--- src/rtl/lcd_pkg.sv ---
// Shared constants, state type and DDRAM address helpers for the LCD bus receiver.
package lcd_pkg;

    localparam logic [7:0] OP_CLEAR    = 8'h01;
    localparam logic [7:0] OP_HOME     = 8'h02;
    localparam logic [7:0] OP_ENTRY    = 8'h04;
    localparam logic [7:0] OP_DISPCTL  = 8'h08;
    localparam logic [7:0] OP_SETDDRAM = 8'h80;

    localparam logic [7:0] LCD_BLANK  = 8'h20;
    localparam logic [6:0] LINE2_BASE = 7'h40;
    localparam int         LINE_LEN   = 16;

    typedef enum logic {
        ST_IDLE,
        ST_CLEAR
    } lcd_state_t;

    // Line select is address bit 6; the low nibble is the column.
    function automatic logic [4:0] addr_to_idx(input logic [6:0] addr);
        return {addr[6], addr[3:0]};
    endfunction

    function automatic logic [6:0] idx_to_addr(input logic [4:0] idx);
        return idx[4] ? (LINE2_BASE | {3'b000, idx[3:0]}) : {3'b000, idx[3:0]};
    endfunction

    function automatic logic addr_visible(input logic [6:0] addr);
        return addr[5:4] == 2'b00;
    endfunction

    function automatic logic [6:0] cursor_next(input logic [6:0] addr, input logic inc);
        logic [6:0] last1;
        logic [6:0] last2;
        last1 = 7'(LINE_LEN - 1);
        last2 = LINE2_BASE + 7'(LINE_LEN - 1);
        if (inc) begin
            if (addr == last1) return LINE2_BASE;
            if (addr == last2) return 7'h00;
            return addr + 7'd1;
        end
        if (addr == 7'h00)      return last2;
        if (addr == LINE2_BASE) return last1;
        return addr - 7'd1;
    endfunction

endpackage

--- src/rtl/lcd_strobe_sync.sv ---
// Synchronizes the LCD bus, holds the last en-high byte and emits one registered
// strobe per qualified falling edge of en.
module lcd_strobe_sync #(
    parameter int SYNC_STAGES = 2,
    parameter int EN_MIN_HIGH = 2
) (
    input  logic       clk,
    input  logic       reset,
    input  logic       lcd_en,
    input  logic       lcd_rs,
    input  logic [7:0] lcd_data,
    output logic       strobe,
    output logic       strobe_rs,
    output logic [7:0] strobe_byte
);

    localparam int CW = $clog2(EN_MIN_HIGH + 1);

    logic [SYNC_STAGES-1:0]      en_sync_q, en_sync_d;
    logic [SYNC_STAGES-1:0]      rs_sync_q, rs_sync_d;
    logic [SYNC_STAGES-1:0][7:0] data_sync_q, data_sync_d;
    logic                        en_prev_q, en_prev_d;
    logic                        hold_rs_q, hold_rs_d;
    logic [7:0]                  hold_byte_q, hold_byte_d;
    logic [CW-1:0]               cnt_q, cnt_d;
    logic                        strobe_q, strobe_d;
    logic                        rs_q, rs_d;
    logic [7:0]                  byte_q, byte_d;

    logic en_s;
    logic fall;

    assign en_s = en_sync_q[SYNC_STAGES-1];
    assign fall = en_prev_q & ~en_s;

    always_comb begin
        en_sync_d      = en_sync_q;
        rs_sync_d      = rs_sync_q;
        data_sync_d    = data_sync_q;
        en_sync_d[0]   = lcd_en;
        rs_sync_d[0]   = lcd_rs;
        data_sync_d[0] = lcd_data;
        for (int i = 1; i < SYNC_STAGES; i++) begin
            en_sync_d[i]   = en_sync_q[i-1];
            rs_sync_d[i]   = rs_sync_q[i-1];
            data_sync_d[i] = data_sync_q[i-1];
        end

        en_prev_d   = en_s;
        hold_rs_d   = hold_rs_q;
        hold_byte_d = hold_byte_q;
        cnt_d       = '0;
        if (en_s) begin
            hold_rs_d   = rs_sync_q[SYNC_STAGES-1];
            hold_byte_d = data_sync_q[SYNC_STAGES-1];
            cnt_d       = (cnt_q == CW'(EN_MIN_HIGH)) ? cnt_q : cnt_q + 1'b1;
        end

        // cnt_q still holds the high-run length in the cycle en is first seen low
        strobe_d = fall && (cnt_q == CW'(EN_MIN_HIGH));
        rs_d     = fall ? hold_rs_q : rs_q;
        byte_d   = fall ? hold_byte_q : byte_q;
    end

    always_ff @(posedge clk or posedge reset) begin
        if (reset) begin
            en_sync_q   <= '0;
            rs_sync_q   <= '0;
            data_sync_q <= '0;
            en_prev_q   <= 1'b0;
            hold_rs_q   <= 1'b0;
            hold_byte_q <= 8'h00;
            cnt_q       <= '0;
            strobe_q    <= 1'b0;
            rs_q        <= 1'b0;
            byte_q      <= 8'h00;
        end else begin
            en_sync_q   <= en_sync_d;
            rs_sync_q   <= rs_sync_d;
            data_sync_q <= data_sync_d;
            en_prev_q   <= en_prev_d;
            hold_rs_q   <= hold_rs_d;
            hold_byte_q <= hold_byte_d;
            cnt_q       <= cnt_d;
            strobe_q    <= strobe_d;
            rs_q        <= rs_d;
            byte_q      <= byte_d;
        end
    end

    assign strobe      = strobe_q;
    assign strobe_rs   = rs_q;
    assign strobe_byte = byte_q;

endmodule

--- src/rtl/lcd_bus_receiver.sv ---
// HD44780-style bus receiver: decodes strobes into a 2x16 shadow DDRAM plus
// cursor/display state, with a 32-cycle clear sweep.
module lcd_bus_receiver
    import lcd_pkg::*;
#(
    parameter int SYNC_STAGES = 2,
    parameter int EN_MIN_HIGH = 2
) (
    input  logic       clk,
    input  logic       reset,
    input  logic [7:0] lcd_data,
    input  logic       lcd_rs,
    input  logic       lcd_en,
    input  logic [4:0] rd_addr,
    output logic [7:0] rd_char,
    output logic [6:0] cursor,
    output logic       display_on,
    output logic       entry_inc,
    output logic       busy,
    output logic       cmd_valid,
    output logic       cmd_rs,
    output logic [7:0] cmd_byte,
    output logic       err_addr,
    output logic       err_overrun
);

    logic       s_strobe;
    logic       s_rs;
    logic [7:0] s_byte;

    lcd_strobe_sync #(
        .SYNC_STAGES(SYNC_STAGES),
        .EN_MIN_HIGH(EN_MIN_HIGH)
    ) u_sync (
        .clk        (clk),
        .reset      (reset),
        .lcd_en     (lcd_en),
        .lcd_rs     (lcd_rs),
        .lcd_data   (lcd_data),
        .strobe     (s_strobe),
        .strobe_rs  (s_rs),
        .strobe_byte(s_byte)
    );

    lcd_state_t state_q, state_d;
    logic [4:0] clr_idx_q, clr_idx_d;
    logic [6:0] cursor_q, cursor_d;
    logic       display_on_q, display_on_d;
    logic       entry_inc_q, entry_inc_d;
    logic       cmd_valid_q, cmd_valid_d;
    logic       cmd_rs_q, cmd_rs_d;
    logic [7:0] cmd_byte_q, cmd_byte_d;
    logic       err_addr_q, err_addr_d;
    logic       err_overrun_q, err_overrun_d;
    logic [7:0] rd_char_q, rd_char_d;
    logic [7:0] mem_q [32];

    logic       wr_en;
    logic [4:0] wr_idx;
    logic [7:0] wr_data;

    always_comb begin
        state_d       = state_q;
        clr_idx_d     = clr_idx_q;
        cursor_d      = cursor_q;
        display_on_d  = display_on_q;
        entry_inc_d   = entry_inc_q;
        cmd_valid_d   = 1'b0;
        cmd_rs_d      = cmd_rs_q;
        cmd_byte_d    = cmd_byte_q;
        err_addr_d    = err_addr_q;
        err_overrun_d = err_overrun_q;
        rd_char_d     = mem_q[rd_addr];
        wr_en         = 1'b0;
        wr_idx        = 5'd0;
        wr_data       = LCD_BLANK;

        unique case (state_q)
            ST_IDLE: begin
                if (s_strobe) begin
                    cmd_valid_d = 1'b1;
                    cmd_rs_d    = s_rs;
                    cmd_byte_d  = s_byte;
                    if (s_rs) begin
                        if (addr_visible(cursor_q)) begin
                            wr_en   = 1'b1;
                            wr_idx  = addr_to_idx(cursor_q);
                            wr_data = s_byte;
                        end else begin
                            err_addr_d = 1'b1;
                        end
                        cursor_d = cursor_next(cursor_q, entry_inc_q);
                    end else if (|(s_byte & OP_SETDDRAM)) begin
                        cursor_d = s_byte[6:0];
                    end else if (s_byte >= 8'h10) begin
                        // shift, function set and CGRAM carry no shadow state
                    end else if (|(s_byte & OP_DISPCTL)) begin
                        display_on_d = s_byte[2];
                    end else if (|(s_byte & OP_ENTRY)) begin
                        entry_inc_d = s_byte[1];
                    end else if (|(s_byte & OP_HOME)) begin
                        cursor_d = 7'h00;
                    end else if (s_byte == OP_CLEAR) begin
                        state_d   = ST_CLEAR;
                        clr_idx_d = 5'd0;
                    end
                end
            end
            ST_CLEAR: begin
                wr_en     = 1'b1;
                wr_idx    = clr_idx_q;
                wr_data   = LCD_BLANK;
                clr_idx_d = clr_idx_q + 5'd1;
                if (s_strobe) err_overrun_d = 1'b1;
                if (clr_idx_q == 5'd31) begin
                    state_d     = ST_IDLE;
                    cursor_d    = 7'h00;
                    entry_inc_d = 1'b1;
                end
            end
            default: state_d = ST_IDLE;
        endcase
    end

    always_ff @(posedge clk or posedge reset) begin
        if (reset) begin
            state_q       <= ST_IDLE;
            clr_idx_q     <= 5'd0;
            cursor_q      <= 7'h00;
            display_on_q  <= 1'b0;
            entry_inc_q   <= 1'b1;
            cmd_valid_q   <= 1'b0;
            cmd_rs_q      <= 1'b0;
            cmd_byte_q    <= 8'h00;
            err_addr_q    <= 1'b0;
            err_overrun_q <= 1'b0;
            rd_char_q     <= LCD_BLANK;
        end else begin
            state_q       <= state_d;
            clr_idx_q     <= clr_idx_d;
            cursor_q      <= cursor_d;
            display_on_q  <= display_on_d;
            entry_inc_q   <= entry_inc_d;
            cmd_valid_q   <= cmd_valid_d;
            cmd_rs_q      <= cmd_rs_d;
            cmd_byte_q    <= cmd_byte_d;
            err_addr_q    <= err_addr_d;
            err_overrun_q <= err_overrun_d;
            rd_char_q     <= rd_char_d;
        end
    end

    // Shadow DDRAM is flop-based so reset can blank every cell at once.
    always_ff @(posedge clk or posedge reset) begin
        if (reset) begin
            for (int i = 0; i < 32; i++) mem_q[i] <= LCD_BLANK;
        end else if (wr_en) begin
            mem_q[wr_idx] <= wr_data;
        end
    end

    assign rd_char     = rd_char_q;
    assign cursor      = cursor_q;
    assign display_on  = display_on_q;
    assign entry_inc   = entry_inc_q;
    assign busy        = (state_q == ST_CLEAR);
    assign cmd_valid   = cmd_valid_q;
    assign cmd_rs      = cmd_rs_q;
    assign cmd_byte    = cmd_byte_q;
    assign err_addr    = err_addr_q;
    assign err_overrun = err_overrun_q;

endmodule
--- config.mk ---
export PLATFORM = sky130hd
export DESIGN_NAME = lcd_bus_receiver
export DESIGN_NICKNAME = d
export VERILOG_FILES = /design/src/rtl/lcd_pkg.sv /design/src/rtl/lcd_strobe_sync.sv /design/src/rtl/lcd_bus_receiver.sv
export SDC_FILE = /design/constraint.sdc
export NUM_CORES = 1
export LEC_CHECK = 0
export ABC_AREA = 1
export CELL_PAD_IN_SITES_DETAIL_PLACEMENT = 2
export CELL_PAD_IN_SITES_GLOBAL_PLACEMENT = 2
export CORE_UTILIZATION = 40
export DETAILED_ROUTE_END_ITERATION = 8
export HOLD_SLACK_MARGIN = 0.12
export PLACE_DENSITY_LB_ADDON = 0.1
export SLEW_MARGIN = 10
export SYNTH_ARGS = -nofsm -noshare
export SYNTH_HDL_FRONTEND = slang
export SYNTH_SLANG_ARGS = --single-unit
--- constraint.sdc ---
create_clock -name clk -period 21.5 [get_ports clk]
set_clock_uncertainty 0.05 [all_clocks]
set_input_delay 4.3 -clock clk [delete_from_list [all_inputs] [get_ports clk]]
set_output_delay 4.3 -clock clk [all_outputs]
set_load 0.05 [all_outputs]
# Yosys cells after proc, flatten, opt, wreduce, memory -nomap -nowiden

Index checks and enable logic that the tools add are counted.

Output and inout port bits: 30
Word-level logic and storage cells: 197
Input port bits: 17
Bits in registers: 333

Bitwise operators: 9
$lt $le $gt $ge: 4
Eq/ne operators: 21
Reductions and logical operators: 11
Add/sub/neg operators: 4
Mux-type cells: 94

Operator list:

| cell                  | number |
|---|---|
| $bwmux W256           | 1 |
| $mux W7               | 18 |
| $mux W5               | 11 |
| $mux W8               | 6 |
| $mux W1               | 47 |
| $bmux W8 S5           | 1 |
| $demux W8 S5          | 1 |
| $pmux W5 S2           | 2 |
| $ne A2 B2 Y1 const B  | 8 |
| $pmux W8 S2           | 1 |
| $eq A7 B7 Y1 const B  | 2 |
| $pmux W7 S2           | 1 |
| $ge A6 B6 Y1 const B  | 2 |
| $ne A4 B2 Y1 const B  | 3 |
| $not A5 Y6            | 2 |
| $reduce_and A6 Y1     | 2 |
| $eq A8 B1 Y1 const B  | 1 |
| $ge A8 B5 Y1 const B  | 1 |
| $reduce_and A8 Y1     | 1 |
| $add A7 B1 Y7 const B | 1 |
| $eq A7 B4 Y1 const B  | 1 |
| $logic_not A7 Y1      | 1 |
| $reduce_and A7 Y1     | 1 |
| $sub A7 B1 Y7 const B | 1 |
| other kinds (15)      | 27 |

# Logic depth before layout (Yosys ltp)

Gate-level depths: netlist of the first run.

Word-level depth: 22
Depth in mapped cells: 12
Depth with buffers taken out: 10

# Modules after synthesis

A second synthesis of the first run with hierarchy kept.

Cells, all modules: 2067
Area, all modules: 15690.0 um^2

Modules (own cells, without submodules):

| module           | cells an instance | seq. area each (um^2) | instances | area an instance (um^2) |
|---|---|---|---|---|
| lcd_bus_receiver | 1954              | 7324.5                | 1         | 14322.5 |
| lcd_strobe_sync  | 113               | 1051.0                | 1         | 1367.6 |

# Least setup slack after synthesis of the first run

Ideal clock, no wire load.

Path type: input to register
Start point: input port rd_addr[0]
End point: register rd_char_q[4] (netlist: rd_char[4])
Slack: 16.042 ns
Stages: 11
Data arrival time: 5.343 ns
Required time: 21.385 ns
Library setup time: 0.065 ns
Path buffers: 2
Path through: inv_1 > clkbuf_1 > clkbuf_1 > nand2_1 > nand3_1 > nand3_1 > nand2_1 > nand2_1 > nand2_1 > nand2_1 > nand2_1

Word-level cells in the longest chain between the ends: 4

Ends and longest elaborated chain:

| element                                    | line                    | source |
|---|---|---|
| from (decl)                                | lcd_bus_receiver.sv:14  | `input logic [4:0] rd_addr,` |
| $not A5 Y6 (implied by the code)           | lcd_bus_receiver.sv:73  | `rd_char_d = mem_q[rd_addr];` |
| $bmux W8 S5                                | lcd_bus_receiver.sv:73  |  |
| $mux W8 (implied by the code) (2 in a row) | lcd_bus_receiver.sv:73  |  |
| named net rd_char_d[4]                     | lcd_bus_receiver.sv:55  | `logic [7:0] rd_char_q, rd_char_d;` |
| to (signal assigned)                       | lcd_bus_receiver.sv:149 | `rd_char_q <= rd_char_d;` |
| to (decl)                                  | lcd_bus_receiver.sv:55  |  |

The timed path passes the listed nets, and every way through them passes these cells. The select of a mux whose other input is x is not followed.
A chain may end at the register's enable or synchronous reset.

# Worst setup path after layout of the first run

Start point: input port rd_addr[0]
End point: register rd_char_q[2] (netlist: rd_char[2])

The elaborated chain is that of the path after synthesis.

==> results of run 1 <==
==> sequential cells by signal, summed over array words and instances, names as in the netlist, 2 cells and up <==
name / count
clr_idx_q: 5
cmd_byte: 8
cursor: 7
mem_q: 256
rd_char: 8
u_sync.cnt_q: 2
u_sync.data_sync_d: 8
u_sync.data_sync_q: 8
u_sync.en_sync_q: 2
u_sync.hold_byte_q: 8
u_sync.rs_sync_q: 2
u_sync.strobe_byte: 8
==> power by group through the flow <==
stage	Combinational [mW]	Clock, mW	Sequential (mW)
2_1_floorplan	0.130	0	0.754
3_3_place_gp	0.266	0	0.707
3_5_place_dp	0.278	0	0.711
4_1_cts	0.281	0.717	0.700
5_1_grt	0.302	0.738	0.703
6_report	0.278	0.705	0.700
==> kinds of logic (layout without fill, tap and decap cells) <==
family	Yosys count	count (layout)
buffers and inverters	210	197
AOI/OAI and AO/OA	55	55
adders and majority gates	6	6
and+or+nand+nor	1529	1529
DFF	333	333
xor gates and xnor gates	3	3
==> cell usage after synthesis (all sizes together) <==
library cell	number	area [um2]
o21ai	38	190
buf	84	474
inv	49	184
o211ai	2	15.0
o21bai	1	7.51
nor2	40	198
nand2	1007	3790
dfstp	34	893
xor2	3	26.3
a211oi	2	15.0
nor3	2	10.0
clkbuf	76	285
o31ai	1	7.51
nor4	1	6.26
dfrtp	299	7480
clkinv	1	3.75
nand4	201	1260
a21oi	11	77.6
nand3	276	1380
or2	2	12.5
ha	6	75.1
==> area by class of cell <==
cell class | instances | area share
sequential | 333 | 0.455
multi-input combinational | 1593 | 0.388
clock buffer | 56 | 0.0648
timing repair buffer | 73 | 0.0363
tap | 525 | 0.0357
inverter | 50 | 0.0109
clock inverter | 18 | 0.00884
==> per-layer routing <==
| metal | share of wire | vias up | GRT usage |
|---|---|---|---|
| met1 | 0.46 | 7986 | 0.420 |
| met4 | 0.026 | 0 | 0.0994 |
| met5 | 0 | - | 0 |
| met3 | 0.037 | 98 | 0.0330 |
| li1 | - | 6940 | - |
| met2 | 0.48 | 307 | 0.518 |
==> worst paths after layout <==
kind | startpoint | end | slack, ns
worst max-delay path | rd_addr[0] | rd_char[2] | 14.86
min in group asynchronous | reset | mem_q[43] | 4.17
worst min register to register | u_sync.data_sync_d[10] | u_sync.data_sync_q[10] | 0.30
worst max register to register | u_sync.strobe_rs | mem_q[114] | 17.50
worst min-delay path | u_sync.data_sync_d[10] | u_sync.data_sync_q[10] | 0.30
max in group asynchronous | reset | mem_q[140] | 15.57
==> metrics by stage <==
step	worst slack, ns	util	power (mW)	area, um2
2_1_floorplan	7.98	-	0.884	16400
3_3_place_gp	14.34	0.425	0.974	17000
3_5_place_dp	14.32	0.425	0.989	17100
4_1_cts	14.89	0.459	1.70	18400
5_1_grt	14.69	0.459	1.74	18400
6_report	14.86	0.459	1.68	18400
==> impl_metrics.json, run 1 <==
{
  "yosys.area_share.adder": 0.00458,
  "maxCapViolations": 0,
  "tightest_slew_ns": 1.04,
  "muxShareOfSynthArea": 0,
  "synth_top_family_by_area": "simple AND/OR/NAND/NOR gates",
  "gp_congestion": 0.801,
  "die_x_um": 204,
  "post-route-period-util": 0.309,
  "final.min_clock_period_ns": 6.64,
  "yosys.area_share.simple": 0.406,
  "dpl.hpwl_um": 37000,
  "antennaDiodeCount": 0,
  "hp-class": "flop to flop",
  "cts-resized-gates": 0,
  "syn_nets": 2159,
  "worstSetupEndpointType": "flop",
  "detail_route.first_pass.iterations": 5,
  "worstPathRequired_ns": 21.96,
  "setup.worst_path.class": "input port to flop",
  "fmax_ghz": 0.151,
  "maxSlewHeadroom": 0.306,
  "core_area_um2": 40100,
  "synth_cell_type_count": 30,
  "holdPathStages": 0,
  "final_cell_mix": "nand2_1, dfrtp_1, nand3_1, nand4_1",
  "internal_power_mw": 1.15,
  "portBuffers": 46,
  "grt_max_degree": 157,
  "grt_usage": 0.310,
  "cts_hold_buf": 0,
  "leakage_nw": 9.23,
  "clk_pin_slew_ns": 0.06,
  "syn_area_um2": 16400,
  "wl_per_cell_um": 23.6,
  "cp_slowest_cell": "buf_4",
  "ys_seq_area_frac": 0.511,
  "reg2regPathDepth": 9,
  "multi_input_area_um2": 7150,
  "worst-path-stages": 11,
  "drt_wl_total_um": 62400,
  "clock_path_buffers": 3,
  "pwr-share-clk": 0.419,
  "worst_path_most_repeated_cell": "nand2_1",
  "setup_viol": 0,
  "placedCellCount": 2574,
  "cts_setup_buffers": 0,
  "finalHoldViolCount": 0,
  "ios": 47,
  "p_sw_frac": 0.317,
  "synth_compound_area_frac": 0.0191,
  "comb_power_share": 0.165,
  "outcome": "completed",
  "rows": 73,
  "crit_family": "buffers and inverters",
  "whs_ns": 0.298,
  "fillers": 4579,
  "rsz0062_at_grt": "no",
  "tns_ns": 0,
  "synth_cells": 2136,
  "drc": 0,
  "slew_viol_final": 0,
  "syn_to_final_growth_pct": 12.3,
  "crit_fanout": 83,
  "drtIter0Drc": 987,
  "cp-start-kind": "input port",
  "cts_made_buffers": 40,
  "cts_root_buf": "clkbuf_16",
  "vdd_drop_max_v": 0.0000777,
  "crit_path_max_incr_delay_ns": 0.87,
  "p_per_area_nw_per_um2": 91.4,
  "p_sw_mw": 0.534,
  "finalNonFillerCells": 2648,
  "clock_sinks": 333,
  "nets": 2114,
  "via_per_inst": 5.79,
  "vias": 15300,
  "grt-ovfl-total": 0,
  "cp.arrival_ns": 7.09,
  "path_cells": "buf_4 -> inv_4 -> buf_4 -> nand2_1 -> nand3_1 -> nand3_1 -> nand2_1 -> nand2_1 -> nand2_1 -> nand2_1 -> nand2_1",
  "first_global_vias": 16900,
  "antenna_left": 0,
  "seqPwrFrac": 0.416,
  "grt_pass1_wl_um": 99800,
  "initial_utilization": 0.409,
  "die-area_um2": 41800,
  "layout-drive-gt1-share": 0.0777,
  "antenna_found_initial": 0,
  "layout_commonest_cell": "nand2_1",
  "path_buf_inv": 3,
  "cts_tree": "done",
  "synth_xor_area_frac": 0.00160,
  "yosys_warnings": 0,
  "die_h_um": 204,
  "htree_levels": 2,
  "synth.avg_cell_area_um2": 7.68,
  "synth-seq-cells": 333,
  "clock_latency_ns": 0.57,
  "ff_latch_area_um2": 8380
}
No activity file was read; power rests on OpenSTA's default activity.
==> run 2: changes to the inputs <==
--- a/config.mk
+++ b/config.mk
@@ -8,7 +8,7 @@
 export ABC_AREA = 1
 export CELL_PAD_IN_SITES_DETAIL_PLACEMENT = 2
 export CELL_PAD_IN_SITES_GLOBAL_PLACEMENT = 2
-export CORE_UTILIZATION = 40
+export CORE_UTILIZATION = 37
 export DETAILED_ROUTE_END_ITERATION = 8
 export HOLD_SLACK_MARGIN = 0.12
 export PLACE_DENSITY_LB_ADDON = 0.1
==> constraint.sdc (replaced) <==
create_clock -name clk -period 6.85 [get_ports clk]
set_clock_uncertainty 0.05 [all_clocks]
set_input_delay 1.37 -clock clk [delete_from_list [all_inputs] [get_ports clk]]
set_output_delay 1.37 -clock clk [all_outputs]
set_load 0.05 [all_outputs]
==> run 2 against run 1 <==
  * Via count grew 0.44%
  * Count of clock-buffer cells in the layout grew 13
  * Highest routed layer unchanged
  * Global-route usage shrank 2.2 points
  * Clock power grew to 3.1 times the previous value
==> impl_metrics.json, run 2 (synthesized netlist as in run 1, its figures left out) <==
{
  "clock_sinks": 333,
  "worstSetupEndpointType": "output port",
  "portBuffers": 46,
  "worst-path-stages": 1,
  "min_to": "u_sync.en_sync_q[1]",
  "drc": 0,
  "setup_viol": 0,
  "drt_wl_total_um": 62800,
  "wl_per_cell_um": 23.1,
  "final_design_area_no_fill_um2": 18500,
  "fin_util": 0.428,
  "layout_commonest_cell": "nand2_1",
  "grt_util_met1": 0.388,
  "antennaDiodeCount": 0,
  "r2r_start": "busy",
  "globalRouteMet2Util": 0.481,
  "largest-register": "mem_q",
  "clk_pin_slew_ns": 0.06,
  "antenna_found_initial": 0,
  "die_x_um": 213,
  "cts_made_buffers": 42,
  "cts-resized-gates": 0,
  "cts_hold_buf": 0,
  "finalHoldViolCount": 0,
  "cp-start-kind": "flop",
  "hp-start": "u_sync.en_sync_q[0]",
  "dpl-instance-area_um2": 17200,
  "htree_levels": 2,
  "path_cells": "clkdlybuf4s50_1",
  "worstPathRequired_ns": 5.43,
  "post-route-period-util": 0.540,
  "outcome": "completed",
  "grt_usage": 0.288,
  "core_area_um2": 43400,
  "crit_family": "buffers and inverters",
  "leakage_nw": 9.25,
  "p_per_area_nw_per_um2": 284,
  "initial_utilization": 0.378,
  "crit_path_max_incr_delay_ns": 0.93,
  "clock_latency_ns": 0.58,
  "fmax_ghz": 0.271,
  "grt_max_degree": 157,
  "largest_register_ffs": 256,
  "tightest_slew_ns": 1.05,
  "detail_route.first_pass.iterations": 5,
  "tns_ns": 0,
  "hp-class": "flop to flop",
  "path_buf_inv": 1,
  "reg2regPathDepth": 8,
  "die-area_um2": 45200,
  "cp.arrival_ns": 2.28,
  "die_h_um": 213,
  "rrSetupSlack_ns": 3.17,
  "placedCellCount": 2642,
  "slew_viol_final": 0,
  "rows": 76,
  "layout-drive-gt1-share": 0.0768,
  "r2r-end": "mem_q[112]",
  "top_usage_layer": "met2",
  "vdd_drop_max_v": 0.000271,
  "cts_tree": "done",
  "maxSlewHeadroom": 0.298,
  "final_cell_mix": "nand2_1, dfrtp_1, nand3_1, nand4_1, inv_1",
  "finalNonFillerCells": 2720,
  "ios": 47,
  "final.min_clock_period_ns": 3.70,
  "crit_fanout": 18,
  "setup.worst_path.class": "flop to output port",
  "syn_to_final_growth_pct": 13.1,
  "holdPathStages": 0,
  "grt_pass1_wl_um": 99700,
  "nets": 2124,
  "grt-ovfl-total": 0,
  "use_met3": 0.0355,
  "maxCapViolations": 0,
  "antenna_left": 0,
  "cp_slowest_cell": "clkdlybuf4s50_1",
  "via_per_inst": 5.66,
  "rsz0062_at_grt": "no",
  "dpl.hpwl_um": 38000,
  "cts_setup_buffers": 0,
  "first_global_vias": 16700,
  "drtIter0Drc": 928,
  "gp_congestion": 0.830,
  "clock_path_buffers": 3,
  "vias": 15400,
  "cts_root_buf": "clkbuf_16"
}
[run 2: cell count changes in the layout (fill, tap and decap cells not counted), sizes merged]
cell,delta
bufinv,-1
buf,+8
clkbuf,+13
inv,-1
clkinv,-7
[run 2: stage by stage]
step / power [mW] / setup slack, ns / hold WS, ns
global route: 5.48 / 2.92 / 0.307
finish: 5.27 / 3.15 / 0.298
detailed placement: 3.09 / 3.11 / 0.289
floorplan: 2.78 / 1.01 / 0.281
global placement: 3.06 / 3.14 / 0.282
CTS: 5.33 / 3.12 / 0.300
[run 2: power breakdown]
part	leakage (nW)	internal (mW)	total (mW)	switching, mW
Sequential	4.43	2.07	2.19	0.118
Combinational	4.17	0.244	0.870	0.625
Clock	0.658	1.30	2.21	0.912
Total	9.25	3.61	5.27	1.66
[run 2: layout make-up]
| cell class | instances | area, um2 |
|---|---|---|
| Fill cell | 4988 | 24800 |
| Sequential cell | 333 | 8380 |
| Multi-Input combinational cell | 1593 | 7150 |
| Clock buffer | 69 | 1260 |
| Timing Repair Buffer | 81 | 741 |
| Tap cell | 585 | 732 |
| Inverter | 50 | 194 |
| Clock inverter | 9 | 93.8 |
[run 2: worst max-delay path by stage]
stage | start | endpoint
after global routing | busy | mem_q[187]
after global placement | rd_addr[0] | rd_char[5]
after floorplan | reset | busy
after CTS | busy | busy
after detailed placement | rd_addr[0] | rd_char[5]
final | busy | busy
[run 2: worst reg2reg max path, stage by stage, from the launching register on]
cell and delay [ns]:
dfrtp_1 0.76, nor2_4 0.12, nand4_1 0.18, nand2_4 0.31, inv_2 0.65, buf_4 0.66, nand3_1 0.56, nand2_1 0.19
nand2_1 0.08
[run 2: metal layers]
metal,share of wire,routed length (um),vias up
met3,0.033,2100,101
met5,0,0,-
met4,0.027,1730,0
li1,-,-,6971
met1,0.46,28600,8076
met2,0.48,30400,250
